===== src/rtl/text_overlay_renderer_pkg.sv =====
// Shared constants, message table and glyph data for the text overlay renderer.
// Exports: GLYPH_W/GLYPH_H, character codes, msg_t, MSG_TABLE, glyph_bits().
// Character codes are ASCII positions; code 8'h00 is the blank glyph.
package text_pkg;

   localparam int GLYPH_W   = 8;
   localparam int GLYPH_H   = 16;
   localparam int MSG_CHARS = 16;   // storage width of one table entry
   localparam int MSG_COUNT = 4;    // entries in the default table

   localparam logic [7:0] CH_BLANK = 8'h00;
   localparam logic [7:0] CH_0 = 8'h30, CH_1 = 8'h31, CH_2 = 8'h32, CH_3 = 8'h33, CH_4 = 8'h34;
   localparam logic [7:0] CH_5 = 8'h35, CH_6 = 8'h36, CH_7 = 8'h37, CH_8 = 8'h38, CH_9 = 8'h39;
   localparam logic [7:0] CH_A = 8'h41, CH_B = 8'h42, CH_C = 8'h43, CH_D = 8'h44, CH_E = 8'h45;
   localparam logic [7:0] CH_F = 8'h46, CH_G = 8'h47, CH_H = 8'h48, CH_I = 8'h49, CH_J = 8'h4A;
   localparam logic [7:0] CH_K = 8'h4B, CH_L = 8'h4C, CH_M = 8'h4D, CH_N = 8'h4E, CH_O = 8'h4F;
   localparam logic [7:0] CH_P = 8'h50, CH_Q = 8'h51, CH_R = 8'h52, CH_S = 8'h53, CH_T = 8'h54;
   localparam logic [7:0] CH_U = 8'h55, CH_V = 8'h56, CH_W = 8'h57, CH_X = 8'h58, CH_Y = 8'h59;
   localparam logic [7:0] CH_Z = 8'h5A;

   // Index 0 is the leftmost character.
   typedef logic [MSG_CHARS-1:0][7:0] msg_t;

   // Converts a right-justified string literal of 'len' characters into a
   // left-to-right message; spaces become the blank code, the tail stays blank.
   function automatic msg_t str_to_msg(input logic [8*MSG_CHARS-1:0] s, input int len);
      msg_t       m;
      logic [7:0] c;
      m = '0;
      for (int i = 0; i < MSG_CHARS; i++) begin
         if (i < len) begin
            c    = s[8*(len-1-i) +: 8];
            m[i] = (c == 8'h20) ? CH_BLANK : c;
         end
      end
      return m;
   endfunction

   localparam msg_t MSG_TABLE [MSG_COUNT] = '{
      str_to_msg(128'("PRESS START"), 11),
      str_to_msg(128'("GAME OVER"),    9),
      str_to_msg(128'("SCORE"),        5),
      str_to_msg(128'("HI SCORE"),     8)
   };

   // 8x16 glyphs, row 0 in the top byte, bit 7 = leftmost pixel.
   // Codes without an entry render blank.
   function automatic logic [127:0] glyph_bits(input logic [6:0] code);
      case (code)
         7'h41:   return 128'h00001038_6cc6c6fe_c6c6c6c6_00000000; // A
         7'h43:   return 128'h00003c66_c2c0c0c0_c0c2663c_00000000; // C
         7'h45:   return 128'h0000fe66_62687868_606266fe_00000000; // E
         7'h47:   return 128'h00003c66_c2c0c0de_c6c6663a_00000000; // G
         7'h48:   return 128'h0000c6c6_c6c6fec6_c6c6c6c6_00000000; // H
         7'h49:   return 128'h00003c18_18181818_1818183c_00000000; // I
         7'h4D:   return 128'h0000c6ee_fefed6c6_c6c6c6c6_00000000; // M
         7'h4F:   return 128'h00007cc6_c6c6c6c6_c6c6c67c_00000000; // O
         7'h50:   return 128'h0000fc66_66667c60_606060f0_00000000; // P
         7'h52:   return 128'h0000fc66_66667c6c_666666e6_00000000; // R
         7'h53:   return 128'h00007cc6_c660380c_06c6c67c_00000000; // S
         7'h54:   return 128'h00007e7e_5a181818_1818183c_00000000; // T
         7'h56:   return 128'h0000c6c6_c6c6c6c6_c66c3810_00000000; // V
         default: return '0;
      endcase
   endfunction

endpackage


===== src/rtl/text_overlay_renderer_if.sv =====
// Pixel-stream interface between the VGA timing side and the text overlay.
// Carries frame pulse, pixel coordinates, per-frame controls and the two overlay outputs.
// master = timing/colour side, slave = renderer.
interface text_overlay_renderer_if #(
   parameter int N_MSGS = 4
);
   localparam int MSW = (N_MSGS > 1) ? $clog2(N_MSGS) : 1;

   logic           frame_start;
   logic [9:0]     DrawX;
   logic [9:0]     DrawY;
   logic [MSW-1:0] msg_sel;
   logic           enable;
   logic           blink_en;
   logic           pixel_on;
   logic           in_box;

   modport master (
      output frame_start, DrawX, DrawY, msg_sel, enable, blink_en,
      input  pixel_on, in_box
   );

   modport slave (
      input  frame_start, DrawX, DrawY, msg_sel, enable, blink_en,
      output pixel_on, in_box
   );
endinterface


===== src/rtl/text_overlay_renderer_glyph_font_rom.sv =====
// Synchronous 2048x8 font ROM: addr = {code[6:0], row[3:0]}, data = glyph row bits.
// Ports: Clk, addr[10:0] in; data[7:0] out, one cycle after addr.
// No reset: contents are constant and consumers qualify data with their own valid.
module glyph_font_rom
   import text_pkg::*;
(
   input  logic        Clk,
   input  logic [10:0] addr,
   output logic [7:0]  data
);
   logic [15:0][7:0] glyph;
   logic [3:0]       byte_idx;

   assign glyph    = glyph_bits(addr[10:4]);
   assign byte_idx = ~addr[3:0];   // row 0 lives in the top byte (index 15)

   always_ff @(posedge Clk) begin
      data <= glyph[byte_idx];
   end
endmodule


===== src/rtl/text_overlay_renderer.sv =====
// Text box overlay: renders one stored message at a fixed origin with 2**SCALE_LOG2 scaling and blink.
// Ports: Clk, Reset (sync, active-high); bus (slave) carries frame_start, DrawX/DrawY, msg_sel,
// enable, blink_en in and pixel_on/in_box out, exactly 2 cycles after the pixel, no stalls.
module text_overlay_renderer
   import text_pkg::*;
#(
   parameter int N_MSGS       = 4,
   parameter int N_CHARS      = 16,
   parameter int ORIGIN_X     = 256,
   parameter int ORIGIN_Y     = 232,
   parameter int SCALE_LOG2   = 0,
   parameter int BLINK_FRAMES = 30
) (
   input logic                    Clk,
   input logic                    Reset,
   text_overlay_renderer_if.slave bus
);
   localparam int MSW   = (N_MSGS > 1) ? $clog2(N_MSGS) : 1;
   localparam int CW    = (BLINK_FRAMES > 1) ? $clog2(BLINK_FRAMES) : 1;
   localparam int BOX_W = (N_CHARS * GLYPH_W) << SCALE_LOG2;
   localparam int BOX_H = GLYPH_H << SCALE_LOG2;
   localparam int CIW   = $clog2(MSG_CHARS);

   // Per-frame state, updated only on frame_start.
   logic [MSW-1:0] msg_lat;
   logic           en_lat;
   logic           blink_lat;
   logic           phase;        // 1 = visible
   logic [CW-1:0]  frame_cnt;

   always_ff @(posedge Clk) begin
      if (Reset) begin
         msg_lat   <= '0;
         en_lat    <= 1'b0;
         blink_lat <= 1'b0;
         phase     <= 1'b1;
         frame_cnt <= '0;
      end else if (bus.frame_start) begin
         msg_lat   <= bus.msg_sel;
         en_lat    <= bus.enable;
         blink_lat <= bus.blink_en;
         if (frame_cnt == CW'(BLINK_FRAMES - 1)) begin
            frame_cnt <= '0;
            phase     <= ~phase;
         end else begin
            frame_cnt <= frame_cnt + 1'b1;
         end
      end
   end

   // Box-relative coordinates; 11-bit signed so pixels left of/above the origin go negative.
   logic signed [10:0] rel_x, rel_y;
   logic               hit;
   logic [9:0]         col_px;
   logic [6:0]         char_idx;
   logic [3:0]         row_sel;
   logic [6:0]         code_nxt;

   assign rel_x    = $signed({1'b0, bus.DrawX}) - $signed(11'(ORIGIN_X));
   assign rel_y    = $signed({1'b0, bus.DrawY}) - $signed(11'(ORIGIN_Y));
   assign hit      = !rel_x[10] && !rel_y[10] &&
                     (int'(rel_x[9:0]) < BOX_W) && (int'(rel_y[9:0]) < BOX_H);
   assign col_px   = rel_x[9:0] >> SCALE_LOG2;
   assign char_idx = col_px[9:3];
   assign row_sel  = 4'(rel_y[9:0] >> SCALE_LOG2);

   // Message lookup is only indexed with in-range values; everything else is blank.
   always_comb begin
      code_nxt = CH_BLANK[6:0];
      if (hit && (int'(char_idx) < MSG_CHARS) && (int'(msg_lat) < MSG_COUNT)) begin
         code_nxt = MSG_TABLE[msg_lat][char_idx[CIW-1:0]][6:0];
      end
   end

   // S1: geometry and character code.
   logic       hit1;
   logic [2:0] bit1;
   logic [3:0] row1;
   logic [6:0] code1;

   always_ff @(posedge Clk) begin
      if (Reset) begin
         hit1  <= 1'b0;
         bit1  <= '0;
         row1  <= '0;
         code1 <= '0;
      end else begin
         hit1  <= hit;
         bit1  <= col_px[2:0];
         row1  <= row_sel;
         code1 <= code_nxt;
      end
   end

   // S2: glyph row from the font ROM, geometry carried alongside.
   logic       hit2;
   logic [2:0] bit2;
   logic [7:0] font_row;

   glyph_font_rom u_font (
      .Clk  (Clk),
      .addr ({code1, row1}),
      .data (font_row)
   );

   always_ff @(posedge Clk) begin
      if (Reset) begin
         hit2 <= 1'b0;
         bit2 <= '0;
      end else begin
         hit2 <= hit1;
         bit2 <= bit1;
      end
   end

   // Gating uses the frame state registered at output time, so a frame_start
   // landing inside the box shifts enable/blink by at most the pipeline depth.
   assign bus.pixel_on = hit2 & en_lat & (~blink_lat | phase) & font_row[~bit2];
   assign bus.in_box   = hit2 & en_lat;
endmodule


===== src/flat_wrapper.sv =====
// flat-port wrapper written by rule: the top's interface ports become plain ports
module text_overlay_renderer_flat import text_pkg::*;
#(
   parameter int N_MSGS       = 4,
   parameter int N_CHARS      = 16,
   parameter int ORIGIN_X     = 256,
   parameter int ORIGIN_Y     = 232,
   parameter int SCALE_LOG2   = 0,
   parameter int BLINK_FRAMES = 30
)
  (Clk, Reset, bus_frame_start, bus_DrawX, bus_DrawY, bus_msg_sel, bus_enable, bus_blink_en, bus_pixel_on, bus_in_box);
  text_overlay_renderer_if #(.N_MSGS(N_MSGS)) bus_i ();
  input logic Clk;
  input logic Reset;
  input wire logic [$bits(bus_i.frame_start)-1:0] bus_frame_start;
  input wire logic [$bits(bus_i.DrawX)-1:0] bus_DrawX;
  input wire logic [$bits(bus_i.DrawY)-1:0] bus_DrawY;
  input wire logic [$bits(bus_i.msg_sel)-1:0] bus_msg_sel;
  input wire logic [$bits(bus_i.enable)-1:0] bus_enable;
  input wire logic [$bits(bus_i.blink_en)-1:0] bus_blink_en;
  output wire logic [$bits(bus_i.pixel_on)-1:0] bus_pixel_on;
  output wire logic [$bits(bus_i.in_box)-1:0] bus_in_box;
  assign bus_i.frame_start = bus_frame_start;
  assign bus_i.DrawX = bus_DrawX;
  assign bus_i.DrawY = bus_DrawY;
  assign bus_i.msg_sel = bus_msg_sel;
  assign bus_i.enable = bus_enable;
  assign bus_i.blink_en = bus_blink_en;
  assign bus_pixel_on = bus_i.pixel_on;
  assign bus_in_box = bus_i.in_box;
  text_overlay_renderer #(.N_MSGS(N_MSGS), .N_CHARS(N_CHARS), .ORIGIN_X(ORIGIN_X), .ORIGIN_Y(ORIGIN_Y), .SCALE_LOG2(SCALE_LOG2), .BLINK_FRAMES(BLINK_FRAMES)) u_core (.Clk(Clk), .Reset(Reset), .bus(bus_i));
endmodule

===== config.mk =====
export PLATFORM = sky130hd
export DESIGN_NAME = text_overlay_renderer_flat
export DESIGN_NICKNAME = d
export VERILOG_FILES = /design/src/rtl/text_overlay_renderer_pkg.sv /design/src/rtl/text_overlay_renderer_if.sv /design/src/rtl/text_overlay_renderer_glyph_font_rom.sv /design/src/rtl/text_overlay_renderer.sv /design/src/flat_wrapper.sv
export SDC_FILE = /design/constraint.sdc
export NUM_CORES = 1
export LEC_CHECK = 0
export ABC_AREA = 1
export CAP_MARGIN = 10
export CORE_MARGIN = 8
export CORE_UTILIZATION = 23
export CTS_CLUSTER_SIZE = 28
export DETAILED_ROUTE_END_ITERATION = 12
export GPL_ROUTABILITY_DRIVEN = 0
export PLACE_DENSITY = 0.39
export SLEW_MARGIN = 20
export SYNTH_ARGS = -nofsm -noshare
export SYNTH_HDL_FRONTEND = slang
export SYNTH_HIERARCHICAL = 1
export SYNTH_SLANG_ARGS = --single-unit

===== constraint.sdc =====
create_clock -name Clk -period 1.6 [get_ports Clk]
set_clock_uncertainty 0.2 [all_clocks]
set_input_delay 0.4 -clock Clk [delete_from_list [all_inputs] [get_ports Clk]]
set_output_delay 0.4 -clock Clk [all_outputs]
set_load 0.01 [all_outputs]

==> impl_results.md <==
- Status: finished, violations left
- Violated checks: negative setup slack
- I/O Buffers: 28
- Yosys top cell area share: 24.3%
- P_leak: 2.35 nW
- RSZ-0062 raised after global routing: yes
- Pre-CTS setup slack: -0.436 ns
- Critical path type: flip-flop to flip-flop
- Layout cell share with drive strength beyond 1: 35.9%
- Clock slew at reported path FFs: 0.06 ns
- Tcrit/Tclk final: 114%
- DRC viols: 0
- Fin. max-slew vios: 0
- CP cell instances: nand2_2, nor2_4, buf_6, nand3_4, buf_6, nand2_4, nor2_4, nand4_1, o21ai_1, nand2_1, nand3_1, nor2_2
- WP data required: 1.61 ns
- Register area share after synthesis: 24.3%
- Commonest cells after routing, fill and taps aside: 115 x nand2_1, 71 x buf_4, 56 x nor2_1, 56 x nand3_1, 44 x inv_1
- Antenna diodes: 0
- Met3 GRT Util: 2.70%
- Site Rows: 41
- Routed wire length: 9660 um
- Via count: 3512
- GRT Overall Usage: 12.1%
- Routing usage on met1: 15.5%
- Max Buffers Root-to-Sink: 2
- Die X: 128 um
- CP endpoint kind: flip-flop
- Reg2reg end: u_core/u_font/data[6]
- Netlist cell types: 35
- Worst reg2reg path depth: 12
- Clock latency at the later pin of the worst-skew pair: 0.27 ns
- Initial antenna violation count: 0
- Drt via density: 4.53
- Die area: 16400 sq um
- Vias in the first global route: 3425
- Initial core utilization: 23.2%
- Cells after Synth: 496
- Routed len/inst: 12.4 um
- Cell taking the most area after synthesis: dfxtp_1
- Max Cap Viol: 0
- Worst Hold Class: flip-flop to flip-flop
- Cell Pwr Density: 507 nW/um^2
- GRT busiest layer: met2
- Fmax: 548 MHz
- Largest net degree at the start of global routing: 13
- Layout area overhead: 59.4%
- Commonest non-fill, non-tap cell in the layout: nand2_1
- Yosys warns: 6
- Netlist Area Pre-Place: 2890 sq um
- Iter 0 DRT Violations: 194
- Crit path max fanout: 8
- Core area: 12400 sq um
- Num CTS Buffers: 5
- Syn_nets: 531
- Overflow after GRT: 0
- Pwr Total: 2.33 mW
- Critical Path Start Type: flip-flop
- TritonRoute pass-1 iters: 4
- Post-DP HPWL: 7690 um
- GR Util met2: 19.1%
- Largest cells by area after synthesis: dfxtp_1 24%, nand2_1 18%, nand3_1 11%
- TritonCTS Sinks: 35
- Synthesized flop and latch total: 35
- R2R Setup Slk: -0.23 ns
- Worst Hold Path EP: u_core/bit2[0]
- Antenna-violating nets left: 0
- Critical Path AT: 1.84 ns
- Global-route wire length before repair: 16200 um
- Die height: 128 um
- Hold Crit Start: u_core/bit1[0]
- Finish-stage setup viols: 8
- NumNets Final: 638
- Clock Tree Root: clkbuf_16
- Final Hold Fails: 0
- Mapped Avg Cell Area: 5.82 sq um
- Io pins: 29
- # fillers: 1378
- Setup ws final: -0.225 ns
- Hold path depth: 2
- Slowest stage delay, CP: 0.35 ns
- Slowest-stage cell, CP: dfxtp_2
- VDD IR max: 0.478 mV
- Launch point of the worst reg-to-reg path: u_core/code1[6]
- CTS tree: done
- H-tree Lvls: 2
- Minimum clock period: 1.83 ns
[flip-flops by register name, indices dropped and copies added (netlist names)]
name,count
u_core/en_lat,1
u_core/bit1,3
u_core/u_font/data,7
u_core/code1,6
u_core/phase,1
u_core/bit2,3
u_core/blink_lat,1
u_core/hit1,1
u_core/hit2,1
u_core/msg_lat,2
u_core/frame_cnt,5
u_core/row1,4
[final cells by class]
type | count | area, sq um | share of cell area (%)
clock buffers | 6 | 129 | 2.80
clock inverters | 2 | 12.5 | 0.272
inverters | 66 | 268 | 5.82
multi-input cells | 384 | 2280 | 49.7
flip-flops and latches | 35 | 727 | 15.8
well taps | 172 | 215 | 4.68
repair buffers | 111 | 962 | 20.9
[how the worst max path moves through the flow]
stage / slack (ns) / start / end
detailed placement: -0.44 / bus_DrawY[3] / u_core/code1[0]
finish: -0.23 / u_core/code1[6] / u_core/u_font/data[6]
floorplan: -0.02 / u_core/code1[2] / u_core/u_font/data[1]
global route: -0.36 / u_core/code1[0] / u_core/u_font/data[3]
CTS: -0.24 / u_core/code1[6] / u_core/u_font/data[7]
global placement: -0.40 / bus_DrawY[3] / u_core/code1[0]
[through the flow]
stage                     instance area [sq um]  utilization, %  hold WS [ns]  instances  TNS [ns]
after global placement                     3870            31.2         0.193        756     -7.17
final                                      4600            37.0         0.200        776     -1.63
after detailed placement                   3870            31.2         0.196        756     -7.13
after floorplan                            2910               -         0.188        496   -0.0367
after global routing                       4600            37.0         0.218        776     -2.68
after CTS                                  4300            34.7         0.206        767     -1.79
[cell usage after synthesis (all sizes together)]
cell type and number:
dfxtp 35, nor3b 2, nand3b 2, o21bai 1
conb 2, a31oi 4, buf 7, o211ai 3
clkinv 2, clkbuf 4, nand4 10, ha 8
o2111ai 2, inv 64, nand2 148, nor2 83
nand3 71, o21ai 19, a211oi 1, xor2 2
a21oi 15, o21a 1, nor3 10
[repair_timing]
action	CTS	global route
setup buffers	4	11
pin swaps	26	25
resized for setup	85	68
hold buffers	0	0
endpoints found under the setup margin	16	18
[routing by layer]
| metal | vias to the layer above | wire (um) |
|---|---|---|
| li1 | 1801 | - |
| met1 | 1594 | 4530 |
| met2 | 95 | 4310 |
| met3 | 22 | 531 |
| met4 | 0 | 284 |
| met5 | - | 0 |
[kinds of logic after synthesis]
| kind of cell | after synthesis | synth area share (%) |
|---|---|---|
| DFF | 35 | 24.3 |
| AOI/OAI and AO/OA | 46 | 9.06 |
| xor gates and xnor gates | 2 | 0.607 |
| and+or+nand+nor | 326 | 50.9 |
| other | 2 | 0.260 |
| buffers and inverters | 77 | 11.4 |
| adders and majority gates | 8 | 3.47 |
[worst max-delay path, delay by kind of cell (launching register included)]
kind                   cells  cell delay (ns)
AOI/OAI and AO/OA          1             0.08
and+or+nand+nor            9             0.80
buffers and inverters      2             0.32
DFF                        1             0.35
[where the power goes]
| part | switching [mW] | internal (mW) | total, mW | leakage (nW) |
|---|---|---|---|---|
| clock | 0.349 | 0.573 | 0.922 | 0.0669 |
| combinational | 0.266 | 0.225 | 0.490 | 1.99 |
| sequential | 0.0238 | 0.896 | 0.920 | 0.293 |
| total | 0.638 | 1.69 | 2.33 | 2.35 |
Power figures use the tool's default switching activity.
